$ cat src/rtl/mips_muldiv_unit.sv
// Iterative radix-2 multiply/divide unit with HI/LO registers for the MIPS EX stage.
// Signed operations iterate on magnitudes and fix up signs in a final cycle.
module mips_muldiv_unit #(
    parameter int WIDTH = 32
) (
    input  logic             clk,
    input  logic             reset,
    input  logic             startE,
    input  logic [1:0]       opE,
    input  logic [WIDTH-1:0] srcaE,
    input  logic [WIDTH-1:0] srcbE,
    input  logic             abortE,
    input  logic             mthiE,
    input  logic             mtloE,
    output logic             busy,
    output logic             done,
    output logic [WIDTH-1:0] hi,
    output logic [WIDTH-1:0] lo
);
    localparam int CW = $clog2(WIDTH + 1);
    localparam logic [CW-1:0] LAST_STEP = CW'(WIDTH - 1);

    typedef enum logic [1:0] {IDLE, RUN, FIX} state_t;

    state_t           state_q, state_d;
    logic [CW-1:0]    cnt_q, cnt_d;
    logic             busy_q, busy_d;
    logic [WIDTH-1:0] hi_q, hi_d, lo_q, lo_d;
    logic [WIDTH-1:0] work_hi_q, work_hi_d, work_lo_q, work_lo_d;
    logic [WIDTH-1:0] b_q, b_d;
    logic [WIDTH-1:0] dividend_q, dividend_d;
    logic             is_div_q, is_div_d;
    logic             neg_q, neg_d;
    logic             neg_rem_q, neg_rem_d;
    logic             div_zero_q, div_zero_d;
    logic             done_c;

    logic             op_signed, a_neg, b_neg;
    logic [WIDTH-1:0] a_mag, b_mag;
    logic [WIDTH:0]   mul_sum, div_shift, div_diff;
    logic [2*WIDTH-1:0] prod_fix;
    logic [WIDTH-1:0] quot_fix, rem_fix;

    assign op_signed = ~opE[0];
    assign a_neg     = op_signed & srcaE[WIDTH-1];
    assign b_neg     = op_signed & srcbE[WIDTH-1];
    assign a_mag     = a_neg ? -srcaE : srcaE;
    assign b_mag     = b_neg ? -srcbE : srcbE;

    // Multiply: add multiplicand when the low bit of the multiplier is set, then shift right.
    assign mul_sum   = {1'b0, work_hi_q} + (work_lo_q[0] ? {1'b0, b_q} : {(WIDTH+1){1'b0}});
    // Divide: shift the next dividend bit into the partial remainder and trial-subtract.
    assign div_shift = {work_hi_q, work_lo_q[WIDTH-1]};
    assign div_diff  = div_shift - {1'b0, b_q};

    assign prod_fix  = neg_q ? -{work_hi_q, work_lo_q} : {work_hi_q, work_lo_q};
    assign quot_fix  = neg_q ? -work_lo_q : work_lo_q;
    assign rem_fix   = neg_rem_q ? -work_hi_q : work_hi_q;

    always_comb begin
        state_d    = state_q;
        cnt_d      = cnt_q;
        hi_d       = hi_q;
        lo_d       = lo_q;
        work_hi_d  = work_hi_q;
        work_lo_d  = work_lo_q;
        b_d        = b_q;
        dividend_d = dividend_q;
        is_div_d   = is_div_q;
        neg_d      = neg_q;
        neg_rem_d  = neg_rem_q;
        div_zero_d = div_zero_q;
        done_c     = 1'b0;

        case (state_q)
            IDLE: begin
                if (mthiE) hi_d = srcaE;
                if (mtloE) lo_d = srcaE;
                if (startE && !abortE) begin
                    is_div_d   = opE[1];
                    neg_d      = a_neg ^ b_neg;
                    neg_rem_d  = a_neg;
                    div_zero_d = (srcbE == '0);
                    dividend_d = srcaE;
                    b_d        = b_mag;
                    work_hi_d  = '0;
                    work_lo_d  = a_mag;
                    cnt_d      = '0;
                    state_d    = RUN;
                end
            end
            RUN: begin
                if (abortE) begin
                    state_d = IDLE;
                end else begin
                    if (is_div_q) begin
                        if (!div_diff[WIDTH]) begin
                            work_hi_d = div_diff[WIDTH-1:0];
                            work_lo_d = {work_lo_q[WIDTH-2:0], 1'b1};
                        end else begin
                            work_hi_d = div_shift[WIDTH-1:0];
                            work_lo_d = {work_lo_q[WIDTH-2:0], 1'b0};
                        end
                    end else begin
                        {work_hi_d, work_lo_d} = {mul_sum, work_lo_q[WIDTH-1:1]};
                    end
                    cnt_d = cnt_q + CW'(1);
                    if (cnt_q == LAST_STEP) state_d = FIX;
                end
            end
            FIX: begin
                state_d = IDLE;
                // done is gated by abortE in this same cycle, so it cannot be a pure flop.
                if (!abortE) begin
                    done_c = 1'b1;
                    if (!is_div_q) begin
                        {hi_d, lo_d} = prod_fix;
                    end else if (div_zero_q) begin
                        hi_d = dividend_q;
                        lo_d = '1;
                    end else begin
                        hi_d = rem_fix;
                        lo_d = quot_fix;
                    end
                end
            end
            default: state_d = IDLE;
        endcase

        busy_d = (state_d != IDLE);
    end

    always_ff @(posedge clk) begin
        if (reset) begin
            state_q    <= IDLE;
            cnt_q      <= '0;
            busy_q     <= 1'b0;
            hi_q       <= '0;
            lo_q       <= '0;
            work_hi_q  <= '0;
            work_lo_q  <= '0;
            b_q        <= '0;
            dividend_q <= '0;
            is_div_q   <= 1'b0;
            neg_q      <= 1'b0;
            neg_rem_q  <= 1'b0;
            div_zero_q <= 1'b0;
        end else begin
            state_q    <= state_d;
            cnt_q      <= cnt_d;
            busy_q     <= busy_d;
            hi_q       <= hi_d;
            lo_q       <= lo_d;
            work_hi_q  <= work_hi_d;
            work_lo_q  <= work_lo_d;
            b_q        <= b_d;
            dividend_q <= dividend_d;
            is_div_q   <= is_div_d;
            neg_q      <= neg_d;
            neg_rem_q  <= neg_rem_d;
            div_zero_q <= div_zero_d;
        end
    end

    assign busy = busy_q;
    assign done = done_c;
    assign hi   = hi_q;
    assign lo   = lo_q;
endmodule

$ cat config.mk
export PLATFORM = sky130hd
export DESIGN_NAME = mips_muldiv_unit
export DESIGN_NICKNAME = d
export VERILOG_FILES = /design/src/rtl/mips_muldiv_unit.sv
export SDC_FILE = /design/constraint.sdc
export NUM_CORES = 1
export LEC_CHECK = 0
export BUFFER_PORTS_ARGS = -buffer_cell sky130_fd_sc_hd__buf_4
export CORE_MARGIN = 1.5
export CORE_UTILIZATION = 25
export CTS_CLUSTER_DIAMETER = 80
export CTS_CLUSTER_SIZE = 40
export DETAILED_ROUTE_END_ITERATION = 12
export HOLD_SLACK_MARGIN = 0.08
export PLACE_DENSITY_LB_ADDON = 0.25
export SLEW_MARGIN = 25
export SYNTH_ARGS = -nofsm -noshare
export SYNTH_HDL_FRONTEND = slang
export SYNTH_SLANG_ARGS = --single-unit
$ cat constraint.sdc
create_clock -name clk -period 3.72 [get_ports clk]
set_clock_uncertainty 0.15 [all_clocks]
set_input_delay 0.558 -clock clk [delete_from_list [all_inputs] [get_ports clk]]
set_output_delay 0.558 -clock clk [all_outputs]
set_load 0.005 [all_outputs]
# Yosys cells after proc, flatten, opt, wreduce, memory -nomap -nowiden

Cells that the tools add are included.

Add/sub/neg operators: 8
Equality and inequality tests: 8
Multiplexer cells: 35
Bitwise gates (word level): 4
Reduce and logical (&&, ||, !) cells: 11

Operator list:

| cell                                                                   | number |
|---|---|
| 32-bit 2-to-1 mux                                                      | 20 |
| 32-bit one-hot mux with 2 select lines                                 | 4 |
| 32-bit negator                                                         | 4 |
| 64-bit 2-to-1 mux                                                      | 1 |
| 64-bit negator                                                         | 1 |
| 32-bit by 32-bit adder with 33-bit output                              | 1 |
| 33-bit by 32-bit subtractor with 33-bit output                         | 1 |
| 32-bit zero test                                                       | 1 |
| 6-bit 2-to-1 mux                                                       | 2 |
| 6-bit one-hot mux with 2 select lines                                  | 1 |
| 2-bit != test (second input constant)                                  | 5 |
| 3-bit AND reduction                                                    | 3 |
| 6-bit by 1-bit adder with 6-bit output (second input constant)         | 1 |
| 6-bit by 5-bit equality test with 1-bit output (second input constant) | 1 |
| 2-bit 2-to-1 mux                                                       | 3 |
| 2-bit nonzero test                                                     | 3 |
| 2-bit one-hot mux with 2 select lines                                  | 1 |
| 1-bit 2-to-1 mux                                                       | 3 |
| 1-bit AND                                                              | 2 |
| 2-bit by 1-bit equality test with 1-bit output (second input constant) | 1 |
| 2-bit equality test (second input constant)                            | 1 |
| 2-bit zero test                                                        | 1 |
| 2-bit AND reduction                                                    | 1 |
| 1-bit logical AND                                                      | 1 |
| other kinds (3)                                                        | 3 |

Register bits: 205
Bits of input ports: 72
Output and inout bits: 66
Logic and storage cells: 79

# Longest topological paths before layout

Word-level depth: 6
Depth in mapped cells: 15
Mapped depth without buffers: 14

# Worst setup path before layout

No wires, ideal clock.

Path type: reg2reg
Start point: register work_lo_q[31]
End point: register work_hi_q[28]
Library setup time: 0.126 ns
Arrival: 3.135 ns
Required time: 3.444 ns
Path slack: 0.309 ns
Stages on the path, launching flop included: 15
Path buffers: 1
Period minus slack after synthesis: 3.411 ns
Path through: dfxtp_1 -> inv_1 -> ha_1 -> fa_1 -> nand2b_1 -> a21oi_1 -> o2111ai_1 -> nand3_1 -> a31oi_1 -> o41ai_2 -> xor2_1 -> buf_4 -> mux2_2 -> a22oi_1 -> o21ai_0

Cells in the longest elaborated chain, start to end: 5

Ends and longest elaborated chain:

| what                                           | line | source |
|---|---|---|
| start, declared                                | 29   | `logic [WIDTH-1:0] work_hi_q, work_hi_d, work_lo_q, work_lo_d;` |
| start signal, assigned                         | 155  | `work_lo_q <= work_lo_d;` |
| 33-bit by 32-bit subtractor with 33-bit output | 54   | `assign div_diff = div_shift - {1'b0, b_q};` |
| 32-bit 2-to-1 mux                              | 97   | `if (!div_diff[WIDTH]) begin` |
| 32-bit 2-to-1 mux                              | 96   | `if (is_div_q) begin` |
| 32-bit 2-to-1 mux                              | 93   | `if (abortE) begin` |
| 32-bit one-hot mux with 2 select lines         | 75   | `case (state_q)` |
| end signal, assigned                           | 154  | `work_hi_q <= work_hi_d;` |
| end, declared                                  | 29   |  |

No other way between the ends. The select of a mux whose other input is x is not followed.
A chain may end at the register's enable or synchronous reset.

# Final worst setup path

Start point: register work_lo_q[0]
End point: register work_hi_q[31]

Cells in the longest elaborated chain, start to end: 5

Ends and longest elaborated chain:

| what                                      | line | source |
|---|---|---|
| 32-bit 2-to-1 mux                         | 51   | `assign mul_sum = {1'b0, work_hi_q} + (work_lo_q[0] ? {1'b0, b_q} : {(WIDTH+1){1'b0}});` |
| 32-bit by 32-bit adder with 33-bit output | 51   |  |
| 32-bit 2-to-1 mux                         | 96   |  |
| 32-bit 2-to-1 mux                         | 93   |  |
| 32-bit one-hot mux with 2 select lines    | 75   |  |

No other way between the ends. The select of a mux whose other input is x is not followed.

==> reports/results.txt <==
Counting every net in the synthesized netlist gives 2344. The post-route clock period utilization works out to 0.963. TritonCTS built the clock tree.

Max-cap violations in this run came to 0. The share of flip-flops with an asynchronous set or reset came out at 0. The most critical setup path has its endpoint at work_hi_q[31]. The logs give 0.914 for the weighted congestion reported at the end of routability-driven placement and 0.199 for the aggregate global-route resource usage. The tools report the maximum level of the CTS H-tree as 1. Compared with the post-synthesis result, the final layout area differs by 22.3%. The mean routed wirelength per cell was 21.0 um. The Yosys step of the flow raised 0 warnings.

For the final routed database, the setup TNS stands at 0 ns. For this run, the post-layout net count is 2490. The tools report the initial cell density of the core as 0.253.

Clock-pin slew was measured on the worst setup and hold paths at 0.09 ns. In this run the horizontal extent of the chip is 256 um. The data arrival at the endpoint of the critical path was 3.86 ns. The run gives 102000 um as the first-pass GRT wire length. In this run the static leakage power is 7.66 nW.

The flow ran to the end, and the final reports show no timing, DRC or antenna violations. Data on the critical path is required at its endpoint by 3.99 ns. The initial antenna violation count is 1, and the number of standard cells after synthesis is 2201. The number of nets with antenna violations after routing was 0; the DRC violations left was 0. The number of input and output port buffers inserted works out to 137. The mux share of post-synthesis cell area was 0.0336; the number of fill cells was 6937.

The total clock sinks is 205, and the I/O pin count is 138. The top flip-flop cell by instance count after synthesis was sky130_fd_sc_hd__dfxtp_1. The tools report the source of the critical timing path as work_lo_q[0].

The tools report the aggregate routed wire length as 67400 um. The root buffer cell chosen for the clock tree is sky130_fd_sc_hd__clkbuf_16. The die covers 0.0653 sq mm. The share of layout cells above drive strength 1 was 0.161; the final period demand of the worst path was 3.58 ns. The synthesized design contains 0 enable-type register cells. The category of the worst setup path launch point is a register.

The tools report the post-route total power as 6.29 mW. At the placement stage, the worst setup path has a slack of -0.164 ns. The final max-slew violation count was 0; the remaining max-slew budget at the tightest pin was 0.372. Post-synthesis compound-gate area fraction: 0.282. The number of cells on the worst reg-to-reg path is 13.

The floorplan has 92 rows. The run gives 0.0110 sq mm as the area of the multi-input gates. Dividing the detail-routed via count by the number of cells gives 5.35. The cell area that synthesis handed to floorplanning was 0.0159 sq mm. The source of the worst register-to-register timing path was work_lo_q[0].

The run gives 139 as the largest net degree at the start of global routing. The die boundary height is 256 um, and the largest fanout on the critical path is 4. Fraction of the mapped netlist area in adder cells: 0.0567. By area, the combinational part of the netlist is dominated by compound AO/OA/AOI/OAI gates. In this run the register-to-register setup slack is 0.14 ns. In this run the cell area measured after placement is 0.0185 sq mm.

The post-synthesis simple-gate area fraction was 0.218. Clock latency on the worst-skew pair, taken at its later pin, is 0.58 ns. The endpoint identified for the worst register-to-register timing path is work_hi_q[31]. At the pin with the least slew margin, the transition time is 0.942 ns. For this run the aggregate overflow at the end of global routing stands at 0. VDD sags by at most 0.000218 V. The average instance in the mapped netlist occupies 7.24 sq um. The sequential-to-total area share from yosys stat was 0.257; the worst setup margin was 0.137 ns. For the maximum root-to-sink buffer count, the log shows 3.

Detailed routing inserted a total of 17200 vias. The xor/xnor cell area share of the yosys netlist was 0.0917; the achievable clock frequency was 279 MHz. The worst setup path is of the register to register kind. The type of the most critical hold path was primary input to register.

Registers take 0.00411 sq mm. For the first-pass iteration count of the detailed router, the log shows 5. Endpoint type of the worst setup path: a register.

The number of endpoints with negative hold slack in the final report was 0; the final instance area was 0.0195 sq mm. The run gives 51400 um as the estimated wirelength of the detail-placed design. The core box area is 0.0631 sq mm.

After synthesis the netlist holds a flip-flop and latch count of 205. The tools report the number of CTS-inserted buffers as 22. The detailed router finished its first iteration with 1261 violations. The number of distinct standard cells referenced by the synthesized netlist was 77; the final-report setup violation count was 0. The tools report the number of global-route vias before repair as 16600. Dividing total power by cell area gives a power density of 322 mW/mm^2.
==> cells in the final DEF (no fill, tap or decap), types with 8 or more instances in the layout <==
cell,synthesis,final
sky130_fd_sc_hd__buf_4,2,279
sky130_fd_sc_hd__inv_1,78,77
sky130_fd_sc_hd__a211oi_1,60,59
sky130_fd_sc_hd__clkbuf_16,0,23
sky130_fd_sc_hd__o221ai_1,41,40
sky130_fd_sc_hd__a221o_1,10,10
sky130_fd_sc_hd__ha_1,69,69
sky130_fd_sc_hd__nand2_1,290,290
sky130_fd_sc_hd__mux2i_1,49,49
sky130_fd_sc_hd__nor4_1,22,22
sky130_fd_sc_hd__nor2b_1,14,12
sky130_fd_sc_hd__a31oi_1,33,31
sky130_fd_sc_hd__a22oi_1,17,17
sky130_fd_sc_hd__a311oi_1,15,15
sky130_fd_sc_hd__or3_1,23,23
sky130_fd_sc_hd__or2_2,10,10
sky130_fd_sc_hd__nor3_1,56,56
sky130_fd_sc_hd__o21ai_0,141,139
sky130_fd_sc_hd__and2_1,12,12
sky130_fd_sc_hd__nor2_1,199,197
sky130_fd_sc_hd__nand3_1,43,42
sky130_fd_sc_hd__o31ai_1,15,15
sky130_fd_sc_hd__xnor2_1,112,111
sky130_fd_sc_hd__a21oi_1,232,228
sky130_fd_sc_hd__o22ai_1,13,13
sky130_fd_sc_hd__and3_1,16,16
sky130_fd_sc_hd__o21a_1,11,11
sky130_fd_sc_hd__xor2_1,55,54
sky130_fd_sc_hd__dfxtp_1,205,203
sky130_fd_sc_hd__a21o_1,21,21
sky130_fd_sc_hd__o211ai_1,27,27
sky130_fd_sc_hd__nand2b_1,28,26
sky130_fd_sc_hd__o21ai_1,7,8
==> critical path, cell delays in order (launching register included) <==
cell and delay (ns):
sky130_fd_sc_hd__dfxtp_1 0.38, sky130_fd_sc_hd__and2_1 0.15, sky130_fd_sc_hd__ha_1 0.19, sky130_fd_sc_hd__inv_1 0.07, sky130_fd_sc_hd__fa_1 0.40, sky130_fd_sc_hd__nand2b_1 0.19, sky130_fd_sc_hd__a21oi_1 0.24, sky130_fd_sc_hd__o21ai_0 0.21
sky130_fd_sc_hd__o21ai_2 0.28, sky130_fd_sc_hd__o21ai_1 0.19, sky130_fd_sc_hd__a31oi_1 0.33, sky130_fd_sc_hd__a311o_1 0.26, sky130_fd_sc_hd__a31oi_1 0.10, sky130_fd_sc_hd__a2111oi_0 0.34
==> where the power goes <==
part	internal, mW	total, mW	switching, mW
logic	0.559	1.41	0.854
clock network	1.28	2.45	1.17
registers	2.31	2.42	0.110
==> per-layer routing <==
layer	up-vias	global-route usage	wire, um
met5	-	0	0
met4	0	0.0547	1610
met3	88	0.0268	4130
met2	541	0.324	30700
met1	8328	0.274	30900
li1	8230	-	-
==> kinds of logic after synthesis <==
logic type	count (synthesis)
buf+inv	246
xor+xnor	167
simple gates	753
fa+ha+maj	71
mux	53
flops	205
compound gates	706
==> timing repair <==
| action | 4_1_cts | 5_1_grt |
|---|---|---|
| hold buffers | 1 | 0 |
| pin swaps | 1 | 5 |
| resized for setup | 2 | 20 |
| buffers inserted | 0 | 10 |
| endpoints found under the setup margin | 25 | 34 |
| hold endpoints to repair | 1 | 0 |
==> final cells by class <==
| cell class | count | share of cell area |
|---|---|---|
| Inverter | 79 | 0.0152 |
| Clock buffer | 24 | 0.0302 |
| Sequential cell | 205 | 0.211 |
| Timing Repair Buffer | 289 | 0.115 |
| Multi-Input combinational cell | 1750 | 0.565 |
| Antenna cell | 2 | 0.000257 |
| Clock inverter | 15 | 0.00949 |
| Tap cell | 846 | 0.0543 |
==> metrics by stage <==
step | instances | hold WS, ns | util
2_1_floorplan | 2201 | 0.282 | -
3_3_place_gp | 3158 | 0.291 | 0.294
3_5_place_dp | 3158 | 0.296 | 0.294
4_1_cts | 3198 | 0.0891 | 0.306
5_1_grt | 3208 | 0.109 | 0.309
6_report | 3210 | 0.113 | 0.309
==> state kept, by name (all words and copies together), names as in the netlist <==
register,flops
b_q,32
dividend_q,32
work_lo_q,32
cnt_q,6
work_hi_q,32
lo,32
busy,1
state_q,2
neg_q,1
is_div_q,1
div_zero_q,1
hi,32
neg_rem_q,1
==> worst min path at each step <==
stage	slack, ns	from	endpoint	cells past startpoint
detailed placement	0.30	lo[31]	lo[31]	2
global placement	0.29	dividend_q[23]	dividend_q[23]	2
global route	0.11	srcaE[5]	dividend_q[5]	3
CTS	0.09	srcaE[4]	dividend_q[4]	3
finish	0.11	srcaE[4]	dividend_q[4]	3
floorplan	0.28	b_q[25]	b_q[25]	2
==> cells in the mapped netlist (5+ instances only) <==
| cell | instances | share of area |
|---|---|---|
| sky130_fd_sc_hd__mux2i_1 | 49 | 0.031 |
| sky130_fd_sc_hd__xor2_1 | 55 | 0.030 |
| sky130_fd_sc_hd__a211o_1 | 5 | 0.0027 |
| sky130_fd_sc_hd__ha_1 | 69 | 0.054 |
| sky130_fd_sc_hd__a21oi_1 | 232 | 0.073 |
| sky130_fd_sc_hd__a211oi_1 | 60 | 0.028 |
| sky130_fd_sc_hd__nand4_1 | 7 | 0.0027 |
| sky130_fd_sc_hd__a221o_1 | 10 | 0.0063 |
| sky130_fd_sc_hd__a22oi_1 | 17 | 0.0080 |
| sky130_fd_sc_hd__xnor2_1 | 112 | 0.062 |
| sky130_fd_sc_hd__o41ai_1 | 6 | 0.0033 |
| sky130_fd_sc_hd__a2111oi_0 | 7 | 0.0038 |
| sky130_fd_sc_hd__a32o_1 | 5 | 0.0031 |
| sky130_fd_sc_hd__nand2_1 | 290 | 0.068 |
| sky130_fd_sc_hd__o21a_1 | 11 | 0.0052 |
| sky130_fd_sc_hd__a21boi_0 | 5 | 0.0024 |
| sky130_fd_sc_hd__nand3_1 | 43 | 0.013 |
| sky130_fd_sc_hd__nor3_1 | 56 | 0.018 |
| sky130_fd_sc_hd__a311oi_1 | 15 | 0.0082 |
| sky130_fd_sc_hd__inv_1 | 78 | 0.018 |
| sky130_fd_sc_hd__nand2b_1 | 28 | 0.011 |
| sky130_fd_sc_hd__o21ai_1 | 7 | 0.0022 |
| sky130_fd_sc_hd__o31ai_1 | 15 | 0.0071 |
| sky130_fd_sc_hd__a221oi_1 | 7 | 0.0038 |
| sky130_fd_sc_hd__o221ai_1 | 41 | 0.023 |
| sky130_fd_sc_hd__and2_1 | 12 | 0.0047 |
| sky130_fd_sc_hd__nor2b_1 | 14 | 0.0055 |
| sky130_fd_sc_hd__o211ai_1 | 27 | 0.013 |
| sky130_fd_sc_hd__o22ai_1 | 13 | 0.0051 |
| sky130_fd_sc_hd__buf_2 | 8 | 0.0025 |
| sky130_fd_sc_hd__a31oi_1 | 33 | 0.013 |
| sky130_fd_sc_hd__clkbuf_1 | 142 | 0.033 |
| sky130_fd_sc_hd__nor2_1 | 199 | 0.047 |
| sky130_fd_sc_hd__or2_2 | 10 | 0.0039 |
| sky130_fd_sc_hd__dfxtp_1 | 205 | 0.26 |
| sky130_fd_sc_hd__and3_1 | 16 | 0.0063 |
| sky130_fd_sc_hd__o21ai_0 | 141 | 0.044 |
| sky130_fd_sc_hd__buf_1 | 10 | 0.0024 |
| sky130_fd_sc_hd__a21o_1 | 21 | 0.0099 |
| sky130_fd_sc_hd__nor4_1 | 22 | 0.0086 |
| sky130_fd_sc_hd__or3_1 | 23 | 0.0090 |
Note: power is estimated with default switching activity, not from simulation.
